===== config.mk =====
export PLATFORM = sky130hd
export DESIGN_NAME = vga_fb_arbiter
export DESIGN_NICKNAME = d
export VERILOG_FILES = /design/src/rtl/vga_fb_arbiter.sv
export SDC_FILE = /design/constraint.sdc
export NUM_CORES = 1
export LEC_CHECK = 0
export CAP_MARGIN = 20
export CORE_MARGIN = 3
export CORE_UTILIZATION = 57
export CTS_CLUSTER_SIZE = 25
export DETAILED_ROUTE_END_ITERATION = 12
export GPL_ROUTABILITY_DRIVEN = 0
export PLACE_DENSITY_LB_ADDON = 0.2
export SLEW_MARGIN = 20
export SYNTH_ARGS = -nofsm -noshare
export SYNTH_HDL_FRONTEND = slang
export SYNTH_SLANG_ARGS = --single-unit

===== constraint.sdc =====
create_clock -name Clock -period 7.2 [get_ports Clock]
set_input_delay 1.8 -clock Clock [delete_from_list [all_inputs] [get_ports Clock]]
set_output_delay 1.8 -clock Clock [all_outputs]
set_load 0.02 [all_outputs]

===== src/rtl/vga_fb_arbiter.sv =====
// Framebuffer port arbiter: display fetch (one read per 4 pixels) has priority, and a write
// FIFO drains on all other cycles. Define VGA_FB_STATS_EN to add the frame_writes statistic.
module vga_fb_arbiter #(
    parameter int unsigned H_DISPLAY  = 800,
    parameter int unsigned V_DISPLAY  = 600,
    parameter int unsigned PIX_BITS   = 8,
    parameter int unsigned ADDR_W     = 17,
    parameter int unsigned FIFO_DEPTH = 8,
    localparam int unsigned DW = 4 * PIX_BITS,
    localparam int unsigned LW = $clog2(FIFO_DEPTH) + 1
) (
    input  logic              Clock,
    input  logic              Reset,
    input  logic              blank_n,
    input  logic              hSync_n,
    input  logic              vSync_n,
    input  logic [10:0]       nextX,
    input  logic [9:0]        nextY,
    input  logic              wr_valid,
    output logic              wr_ready,
    input  logic [ADDR_W-1:0] wr_addr,
    input  logic [DW-1:0]     wr_data,
    output logic              wr_err,
    output logic              mem_en,
    output logic              mem_we,
    output logic [ADDR_W-1:0] mem_addr,
    output logic [DW-1:0]     mem_wdata,
    input  logic [DW-1:0]     mem_rdata,
    output logic [PIX_BITS-1:0] pixel,
    output logic              pix_blank_n,
    output logic              pix_hSync_n,
    output logic              pix_vSync_n,
    output logic [LW-1:0]     fifo_level
`ifdef VGA_FB_STATS_EN
    ,
    output logic [31:0]       frame_writes
`endif
);

    localparam int unsigned PW       = $clog2(FIFO_DEPTH);
    localparam int unsigned NumWords = H_DISPLAY * V_DISPLAY / 4;

    logic [ADDR_W-1:0] fifo_addr_q [FIFO_DEPTH];
    logic [DW-1:0]     fifo_data_q [FIFO_DEPTH];
    logic [PW-1:0]     rd_ptr_q, wr_ptr_q;
    logic [LW-1:0]     count_q, count_d;

    logic              fetch, push, pop, head_in_range;
    logic [31:0]       fetch_addr_full;
    logic [ADDR_W-1:0] head_addr;
    logic [DW-1:0]     head_data;

    assign fetch           = blank_n && (nextX[1:0] == 2'b00);
    assign fetch_addr_full = 32'(nextY) * (H_DISPLAY / 4) + 32'(nextX[10:2]);

    // wr_ready uses the registered count, so a same-cycle pop never frees a slot early.
    assign wr_ready   = !Reset && (count_q < LW'(FIFO_DEPTH));
    assign push       = wr_valid && wr_ready;
    assign pop        = !Reset && !fetch && (count_q != '0);
    assign fifo_level = count_q;

    assign head_addr     = fifo_addr_q[rd_ptr_q];
    assign head_data     = fifo_data_q[rd_ptr_q];
    assign head_in_range = (32'(head_addr) < NumWords);

    always_comb begin
        mem_en    = 1'b0;
        mem_we    = 1'b0;
        mem_addr  = '0;
        mem_wdata = '0;
        wr_err    = 1'b0;
        if (!Reset) begin
            if (fetch) begin
                mem_en   = 1'b1;
                mem_addr = fetch_addr_full[ADDR_W-1:0];
            end else if (pop) begin
                if (head_in_range) begin
                    mem_en    = 1'b1;
                    mem_we    = 1'b1;
                    mem_addr  = head_addr;
                    mem_wdata = head_data;
                end else begin
                    wr_err = 1'b1;
                end
            end
        end
    end

    always_comb begin
        count_d = count_q;
        if (push && !pop) begin
            count_d = count_q + LW'(1);
        end else if (!push && pop) begin
            count_d = count_q - LW'(1);
        end
    end

    always_ff @(posedge Clock or posedge Reset) begin
        if (Reset) begin
            count_q  <= '0;
            rd_ptr_q <= '0;
            wr_ptr_q <= '0;
        end else begin
            count_q <= count_d;
            if (push) wr_ptr_q <= wr_ptr_q + PW'(1);
            if (pop)  rd_ptr_q <= rd_ptr_q + PW'(1);
        end
    end

    always_ff @(posedge Clock) begin
        if (push) begin
            fifo_addr_q[wr_ptr_q] <= wr_addr;
            fifo_data_q[wr_ptr_q] <= wr_data;
        end
    end

    // Pixel path: lane select, blank and syncs travel two stages to meet the fetched word.
    logic                rd_pend_q;
    logic [DW-1:0]       word_q;
    logic [1:0]          lane1_q, lane2_q;
    logic                blank1_q, blank2_q;
    logic                hs1_q, hs2_q, vs1_q, vs2_q;

    always_ff @(posedge Clock or posedge Reset) begin
        if (Reset) begin
            rd_pend_q <= 1'b0;
            word_q    <= '0;
            lane1_q   <= '0;
            lane2_q   <= '0;
            blank1_q  <= 1'b0;
            blank2_q  <= 1'b0;
            hs1_q     <= 1'b1;
            hs2_q     <= 1'b1;
            vs1_q     <= 1'b1;
            vs2_q     <= 1'b1;
        end else begin
            rd_pend_q <= mem_en && !mem_we;
            if (rd_pend_q) word_q <= mem_rdata;
            lane1_q   <= nextX[1:0];
            lane2_q   <= lane1_q;
            blank1_q  <= blank_n;
            blank2_q  <= blank1_q;
            hs1_q     <= hSync_n;
            hs2_q     <= hs1_q;
            vs1_q     <= vSync_n;
            vs2_q     <= vs1_q;
        end
    end

    always_comb begin
        pixel = '0;
        if (blank2_q) pixel = word_q[32'(lane2_q) * PIX_BITS +: PIX_BITS];
    end

    assign pix_blank_n = blank2_q;
    assign pix_hSync_n = hs2_q;
    assign pix_vSync_n = vs2_q;

`ifdef VGA_FB_STATS_EN
    logic        vsync_q;
    logic [31:0] wr_count_q;
    logic        commit;

    assign commit = mem_en && mem_we;

    always_ff @(posedge Clock or posedge Reset) begin
        if (Reset) begin
            vsync_q      <= 1'b1;
            wr_count_q   <= '0;
            frame_writes <= '0;
        end else begin
            vsync_q <= vSync_n;
            if (vsync_q && !vSync_n) begin
                frame_writes <= wr_count_q;
                wr_count_q   <= commit ? 32'd1 : 32'd0;
            end else if (commit) begin
                wr_count_q <= wr_count_q + 32'd1;
            end
        end
    end
`else
    // No write statistics in this build.
`endif

endmodule


* Word level (Yosys, flattened, before mapping)
Memory sizes are Yosys's and may differ from the RTL's.
Index checks and enable logic that the tools add are counted.
** Storage, ports and cells
- Memory bits (writable) :: 392
- Register bits after elaboration :: 53
- Latch bits :: 0
- ROM bits :: 0
- Memories kept :: 2
** Memory list
- fifo_data_q :: depth 8, bits a word 32, read ports 1, clocked after memory_dff 0, write ports 1, line 44 : logic [DW-1:0] fifo_data_q [FIFO_DEPTH];
- fifo_addr_q :: depth 8, bits a word 17, read ports 1, clocked after memory_dff 0, write ports 1, line 43 : logic [ADDR_W-1:0] fifo_addr_q [FIFO_DEPTH];
** Operators by class
- Equal/unequal tests :: 0
- Bitwise logic cells :: 0
- Div/mod/pow operators :: 0
- Add/sub/neg operators :: 5
- Muxes and demuxes :: 23
- Reduce and logical (&&, ||, !) cells :: 16
- Multipliers :: 1
- Magnitude comparators :: 2
- Shifts and indexed selects :: 1
** Operators by type and width (count)
- 2-to-1 mux 32 bit :: 4
- 2-to-1 mux 17 bit :: 4
- indexed part select 32 x 6 -> 8 bit :: 1
- adder 17 x 9 -> 17 bit :: 1
- < comparator 17 bit (second input constant) :: 1
- multiplier 10 x 5 -> 14 bit (second input constant) :: 1
- 2-to-1 mux 1 bit :: 12
- logical AND 1 bit :: 8
- 2-to-1 mux 4 bit :: 2
- 2-to-1 mux 8 bit :: 1
- adder 3 x 1 -> 3 bit (second input constant) :: 2
- logical NOT 1 bit :: 5
- adder 4 x 1 -> 4 bit (second input constant) :: 1
- < comparator 4 bit (second input constant) :: 1
- nonzero test 4 bit :: 1
- subtractor 4 x 1 -> 4 bit (second input constant) :: 1
- logical NOT 2 bit :: 1
- nonzero test 2 bit :: 1

* Depth between registers and ports, before layout
Gate-level depths: netlist of the first run.
- Depth in word-level cells :: 10
- Mapped depth :: 13

* Worst setup path after synthesis of the first run
Ideal clock, no wire load.
- Path type :: input to output
- Start :: in nextY[3]
- End :: out mem_addr[13]
- Required time :: 5400 ps
- Cell stages on the path :: 13
- Data arrival time :: 4912 ps
- Slack :: 488 ps
- Cells stage by stage :: ha_1 ha_1 inv_1 fa_1 inv_1 ha_1 a21o_1 a21o_1 o21ai_0 nand4_1 a2111oi_0 xor2_1 o22ai_1
** Between the ends
- Longest elaborated chain between the ends :: 4
** RTL lines
- start: declaration :: line 18 : input logic [9:0] nextY,
- multiplier 10 x 5 -> 14 bit :: line 54 : assign fetch_addr_full = 32'(nextY) * (H_DISPLAY / 4) + 32'(nextX[10:2]);
- adder 17 x 9 -> 17 bit :: line 54
- 2-to-1 mux 17 bit :: line 73 : if (fetch) begin
- 2-to-1 mux 17 bit :: line 72 : if (!Reset) begin
- end: declaration :: line 26 : output logic [ADDR_W-1:0] mem_addr,
No other way between the ends.

* Worst setup path after layout of the first run
- Start :: in nextY[1]
- End :: out mem_addr[11]
Same word-level chain as after synthesis.

==> metrics.md, run 1 <==
| Metric | Value |
|---|---|
| Area of the core | `0.0317 mm²` |
| Critical Path End Type | `output port` |
| Final Power | `0.00789 W` |
| Post-synth ARST share | `0.119` |
| Routed WL | `37200 µm` |
| Outcome | `finished, final reports clean` |
| M1 WL | `15500 µm` |
| Die Area | `0.0345 mm²` |
| First-pass GRT wire length | `57400 µm` |
| Hold Worst Slack | `0.351 ns` |
| GRT overflow | `0` |
| Drc violations | `0` |
| Clk_lat worst skew | `0.53 ns` |
| Setup crit start kind | `input port` |
| FF+latch count, synth | `445` |
| Total Routing Usage GR | `0.221` |
| Drt via density | `5.94` |
| Die X | `186 µm` |
| Max IR drop VDD | `244 µV` |
| Synth unique cells | `48` |
| Initial drt markers | `641` |
| Worst path slowest cell | `fa_1` |
| Synth-to-Final Area Change | `21.8%` |
| Sw frac | `0.296` |
| Max Cap Violations | `0` |
| P_int | `0.00556 W` |
| Die height | `186 µm` |
| Drt pass-1 iters | `5` |
| Cts hold-fix bufs | `0` |
| CP required | `5.40 ns` |
| Predominant post-synthesis flop cell | `edfxtp_1` |
| Power per cell area | `352 mW/mm²` |
| Clk pin slew, worst setup/hold paths | `0.06 ns` |
| Final instance area | `0.0224 mm²` |
| Post-Route Skew | `0.0169 ns` |
| CP Class | `in2out` |
| CTS Buf Count | `44` |
| R2R cell count | `5` |
| Crit-path max FO | `3` |
| TritonCTS clock tree | `done` |
| Worst slew margin | `0.353` |
| Post-Place Cell Area | `0.0209 mm²` |
| Pre-CTS setup slack | `-0.522 ns` |
| Net Count, Synth | `1093` |
| Nets | `1320` |
| Initial core utilization | `0.580` |
| Area contributors post-synth | `edfxtp_1, mux4_2, dfrtp_1, ha_1, mux2i_1` |
| Leak | `7.80 nW` |
| CTS Buffer Depth | `3` |
| Post-Syn Instances | `935` |
| Worst Hold Path Cells | `0` |
| Clock power share | `0.279` |
| Critical Path AT | `5.27 ns` |
| Syn avg cell area | `19.7 µm²` |
| Synth area leader | `edfxtp_1` |
| Top-count cell post-synth | `edfxtp_1` |
| Crit path largest cell delay | `0.49 ns` |
| Worst setup margin | `0.133 ns` |
| Seq/Total Area, Yosys | `0.712` |
| Dpl hpwl | `22100 µm` |
| Met3 wire len | `2680 µm` |
| Vias | `9509` |
| CP Cell Sequence | `clkdlybuf4s50_1 > ha_1 > ha_1 > ha_1 > fa_1 > ha_1 > nor2_1 > buf_4 > a211oi_2 > nand2_1 > xor2_1 > o22ai_1 > dlygate4sd2_1` |
| Cell Count, Final, Fillers Out | `1602` |
| Layout cells sized above 1 | `0.244` |
| Post-synth top area share | `0.640` |
| Initial antenna violation count | `4` |
| Most frequent CP cell | `ha_1` |
| Yosys warnings | `0` |
| Final setup viols | `0` |
| Final Critical Period | `7.07 ns` |
| Placed cell count | `1517` |
| Min-Delay Path Class | `reg2reg` |
| H-tree depth | `2` |
| Largest net degree at the start of global routing | `59` |
| Top Metal Used | `met5` |
| Post-synth top cells | `edfxtp_1, mux4_2, dfrtp_1` |
| EDFF count, synth | `392` |
| CTS sink count | `445` |
| Met2 routed WL | `18200 µm` |
| Vias in the first global route | `9975` |
| Max-slew violations | `0` |
| Ports | `176` |
| Root Driver | `clkbuf_16` |
| Port Buffer Count | `175` |
| Worst slew pin tran | `0.969 ns` |
| WL/cell | `23.2 µm` |
| ANT nets after route | `0` |
| P_sw | `0.00234 W` |
| Mapped cell area | `0.0184 mm²` |
| Tcrit/Tclk final | `0.981` |
| Final Hold Viols | `0` |
| Seq pwr share | `0.417` |
| Logic pwr share | `0.304` |
| Max Freq | `142 MHz` |
| Cell Rows | `65` |
[final timing paths]
check | start | endpoint | slack [ns]
min in group asynchronous | Reset | rd_ptr_q[0] | 1.91
max | nextY[1] | mem_addr[11] | 0.13
min | lane1_q[0] | lane2_q[0] | 0.35
max reg2reg | fifo_level[3] | fifo_addr_q[5][15] | 4.36
max in group asynchronous | Reset | rd_ptr_q[2] | 4.80
min reg2reg | lane1_q[0] | lane2_q[0] | 0.35
[critical path: cells and delay by family]
kind | cells | cell delay (ns)
buffers and inverters | 3 | 0.99
and+or+nand+nor | 2 | 0.17
adders and majority gates | 5 | 1.73
AOI/OAI and AO/OA | 2 | 0.44
xor gates and xnor gates | 1 | 0.15
[sequential cells by signal, indices dropped and copies added, names as in the netlist]
name         count
pix_blank_n      1
pix_vSync_n      1
wr_ptr_q         3
pix_hSync_n      1
vs1_q            1
fifo_addr_q    136
blank1_q         1
lane2_q          2
rd_ptr_q         3
lane1_q          2
word_q          32
rd_pend_q        1
fifo_data_q    256
hs1_q            1
fifo_level       4
[layout by cell type (no fill, tap or decap), types with 8 or more instances in the layout]
cell type	synthesis	layout
edfxtp_1	392	392
clkdlybuf4s50_1	0	166
mux4_2	106	106
mux2i_1	48	48
buf_4	2	48
dfrtp_1	49	46
clkbuf_16	0	45
nor2_1	48	42
ha_1	43	38
mux2_2	35	35
nand2_1	21	21
inv_1	22	21
xnor2_1	16	16
o22ai_1	12	12
and2_1	10	10
a21oi_1	10	10
clkinv_1	1	9
clkbuf_1	13	9
clkinv_2	0	9
xor2_1	9	8
nor3_1	10	8
a21o_1	8	8
[cell families (layout without fill, tap and decap cells)]
group | Yosys count | count (layout) | share of synthesized area
other | 0 | 2 | 0
and+or+nand+nor | 109 | 109 | 0.0271
adders and majority gates | 50 | 50 | 0.0368
muxes | 189 | 189 | 0.177
AOI/OAI and AO/OA | 54 | 54 | 0.0195
buffers and inverters | 63 | 326 | 0.0155
DFF | 445 | 445 | 0.712
xor gates and xnor gates | 25 | 25 | 0.0119
[per-stage QoR]
stage                     setup TNS [ns]  utilization
after floorplan                        0            -
after global placement             -1.91        0.658
after detailed placement           -2.28        0.658
after CTS                              0        0.703
after global routing            -0.00610        0.707
final                                  0        0.707
[routing by layer]
metal	up-vias	GRT usage
met2	332	0.359
met4	4	0.0623
met1	4891	0.311
li1	4225	-
met3	57	0.0455
met5	-	0
[final cells by class]
class / count / area [µm²]
fillers: 1975 / 9310
clock inverters: 24 / 200
repair buffers: 221 / 2090
inverters: 23 / 86.3
flip-flops and latches: 445 / 13100
diodes: 2 / 5.00
multi-input cells: 427 / 5210
clock buffers: 58 / 1200
well taps: 402 / 503
[what timing repair did]
item	in CTS	in global routing
hold endpoints to repair	0	0
setup endpoints to repair	7	6
setup buffers	0	1
pin swaps	2	10
gates resized for setup	23	23
[power by group through the flow]
stage,registers (W),clock network (W),logic (W)
floorplan,0.00314,0,0.00172
global placement,0.00334,0,0.00234
detailed placement,0.00335,0,0.00237
CTS,0.00330,0.00225,0.00238
global route,0.00333,0.00235,0.00258
finish,0.00329,0.00220,0.00240
(Power assumes the default switching activity.)
==> run 2: changes to the inputs <==
--- a/config.mk
+++ b/config.mk
@@ -9,7 +9,8 @@
 export CORE_MARGIN = 3
 export CORE_UTILIZATION = 57
-export CTS_CLUSTER_SIZE = 25
+export CTS_CLUSTER_SIZE = 40
 export DETAILED_ROUTE_END_ITERATION = 12
 export GPL_ROUTABILITY_DRIVEN = 0
+export GPL_TIMING_DRIVEN = 0
 export PLACE_DENSITY_LB_ADDON = 0.2
 export SLEW_MARGIN = 20
==> constraint.sdc (replaced) <==
create_clock -name Clock -period 7.2 [get_ports Clock]
set_input_delay 1.44 -clock Clock [delete_from_list [all_inputs] [get_ports Clock]]
set_output_delay 1.44 -clock Clock [all_outputs]
set_load 0.02 [all_outputs]
==> run 2 against run 1 <==
Combinational power is 9.6% higher. Sequential cell count stayed put. Maximum frequency increased by 0.23%. Setup slack improved by 0.016 ns. Global-route usage is 0.81 points higher. Via count rose by 1.0%. First-iteration DRC count is 25% higher. Cell area is 0.83% higher. Largest power group unchanged.
==> metrics.md, run 2 (synthesized netlist as in run 1, its figures left out) <==
| Metric | Value |
|---|---|
| Outcome | `finished, final reports clean` |
| CTS Buf Count | `44` |
| Dpl hpwl | `25800 µm` |
| Die Area | `0.0345 mm²` |
| First-pass GRT wire length | `59000 µm` |
| WL/cell | `24.0 µm` |
| Power per cell area | `353 mW/mm²` |
| Total Routing Usage GR | `0.229` |
| Leak | `7.88 nW` |
| Nets | `1341` |
| Sequential cell area | `0.0131 mm²` |
| Die height | `186 µm` |
| Synth-to-Final Area Change | `22.8%` |
| Critical Path End Type | `output port` |
| Largest net degree at the start of global routing | `55` |
| Max Cap Violations | `0` |
| Initial drt markers | `800` |
| Number of flip-flops in the largest register | `256` |
| Commonest non-fill, non-tap cell in the layout | `edfxtp_1` |
| Max IR drop VDD | `343 µV` |
| Biggest regs | `fifo_data_q (256), fifo_addr_q (136), word_q (32)` |
| GRT overflow | `0` |
| Reg with most FFs | `fifo_data_q` |
| Final setup viols | `0` |
| Cts hold-fix bufs | `0` |
| Clk_lat worst skew | `0.53 ns` |
| Layout cells sized above 1 | `0.221` |
| Max-slew violations | `0` |
| Drt via density | `5.93` |
| Drc violations | `0` |
| Clk pin slew, worst setup/hold paths | `0.06 ns` |
| Post-Route Skew | `0.0103 ns` |
| Crit-path max FO | `5` |
| Die X | `186 µm` |
| Worst slew pin tran | `0.985 ns` |
| Area of the core | `0.0317 mm²` |
| Fin util | `0.712` |
| Vias | `9605` |
| Vias in the first global route | `10067` |
| Cell Rows | `65` |
| Port Buffer Count | `175` |
| Drt pass-1 iters | `5` |
| Final Hold Viols | `0` |
| H-tree depth | `2` |
| Root Driver | `clkbuf_16` |
| Max Freq | `142 MHz` |
| Final Critical Period | `7.05 ns` |
| Critical Path AT | `5.61 ns` |
| TritonCTS clock tree | `done` |
| # fillers | `1948` |
| Setup crit start kind | `input port` |
| CP required | `5.76 ns` |
| ANT nets after route | `0` |
| Hold Worst Slack | `0.352 ns` |
| CTS Buffer Depth | `3` |
| CP Class | `in2out` |
| Min-Delay Path Class | `reg2reg` |
| Routed WL | `38800 µm` |
| Most frequent cells in the layout | `edfxtp_1, clkdlybuf4s50_1, mux4_2` |
| RSZ-0062 raised after global routing | `yes` |
| Post CTS Setup Buffer Count | `0` |
| Placed cell count | `1539` |
| Ports | `176` |
| Cell Count, Final, Fillers Out | `1619` |
| CTS sink count | `445` |
| Initial antenna violation count | `2` |
| Initial core utilization | `0.580` |
| Area of the multi-input gates | `0.00509 mm²` |
| Tcrit/Tclk final | `0.979` |
| Worst slew margin | `0.339` |
[run 2: cell types whose count changed in the layout (fill, tap and decap cells not counted), sizes merged]
cell / before / now
buf: 49 / 54
bufinv: 3 / 6
clkbuf: 59 / 68
clkdlybuf4s15: 1 / 0
clkdlybuf4s50: 166 / 173
clkinv: 18 / 17
diode: 2 / 1
dlygate4sd2: 2 / 0
inv: 26 / 24
[run 2: path summary, 6_finish.rpt]
| kind | endpoint | cells past startpoint | slack, ns | startpoint |
|---|---|---|---|---|
| worst max register to register | fifo_level[3] | 11 | 4.02 | fifo_level[0] |
| worst min-delay path | pix_blank_n | 0 | 0.35 | blank1_q |
| min in group asynchronous | fifo_level[3] | 2 | 1.43 | Reset |
| max in group asynchronous | rd_ptr_q[0] | 2 | 5.31 | Reset |
| worst min register to register | pix_blank_n | 0 | 0.35 | blank1_q |
| worst max-delay path | mem_addr[16] | 15 | 0.15 | nextY[3] |
[run 2: cell type report]
type | count | share of cell area
flip-flops and latches | 445 | 0.580
multi-input cells | 427 | 0.225
repair buffers | 202 | 0.0969
clock buffers | 55 | 0.0506
well taps | 402 | 0.0223
clock inverters | 24 | 0.0124
plain buffers | 40 | 0.00880
inverters | 23 | 0.00393
diodes | 1 | 0.000111
[run 2: critical path: stages]
cell,delay [ns]
clkdlybuf4s50_1,0.47
ha_1,0.32
ha_1,0.27
inv_1,0.04
fa_1,0.48
inv_1,0.04
ha_1,0.33
a21o_1,0.21
a31o_2,0.22
xor2_1,0.25
nand4_1,0.24
nor3b_2,0.32
nand3_1,0.13
o211ai_2,0.18
clkdlybuf4s50_1,0.65
[run 2: metal layers]
metal,global-route usage,up-vias,wire length [µm]
met5,0,-,20
met4,0.0629,2,810
met3,0.0444,62,2860
met2,0.373,379,19100
met1,0.324,4890,16000
li1,-,4272,-
[run 2: repair_timing]
item | CTS | global route
setup endpoints to repair | 3 | 4
resized for setup | 4 | 3
cloned | 0 | 0
endpoints found under the hold margin | 0 | 0
[run 2: stage by stage]
stage                     power (W)  setup TNS [ns]  worst slack, ns  instance area, µm²
final                       0.00797               0            0.150               22600
after global routing        0.00834         -0.0955          -0.0796               22600
after CTS                   0.00804               0          0.00834               22600
after detailed placement    0.00577          -0.209           -0.169               21100
after global placement      0.00570         -267.01            -2.69               20700
after floorplan             0.00486               0             1.06               18400
[run 2: where the power goes]
| part | total, W | internal [W] | switching [W] |
|---|---|---|---|
| clock | 0.00226 | 0.00134 | 0.000916 |
| sequential | 0.00309 | 0.00300 | 0.0000860 |
| combinational | 0.00263 | 0.00127 | 0.00136 |
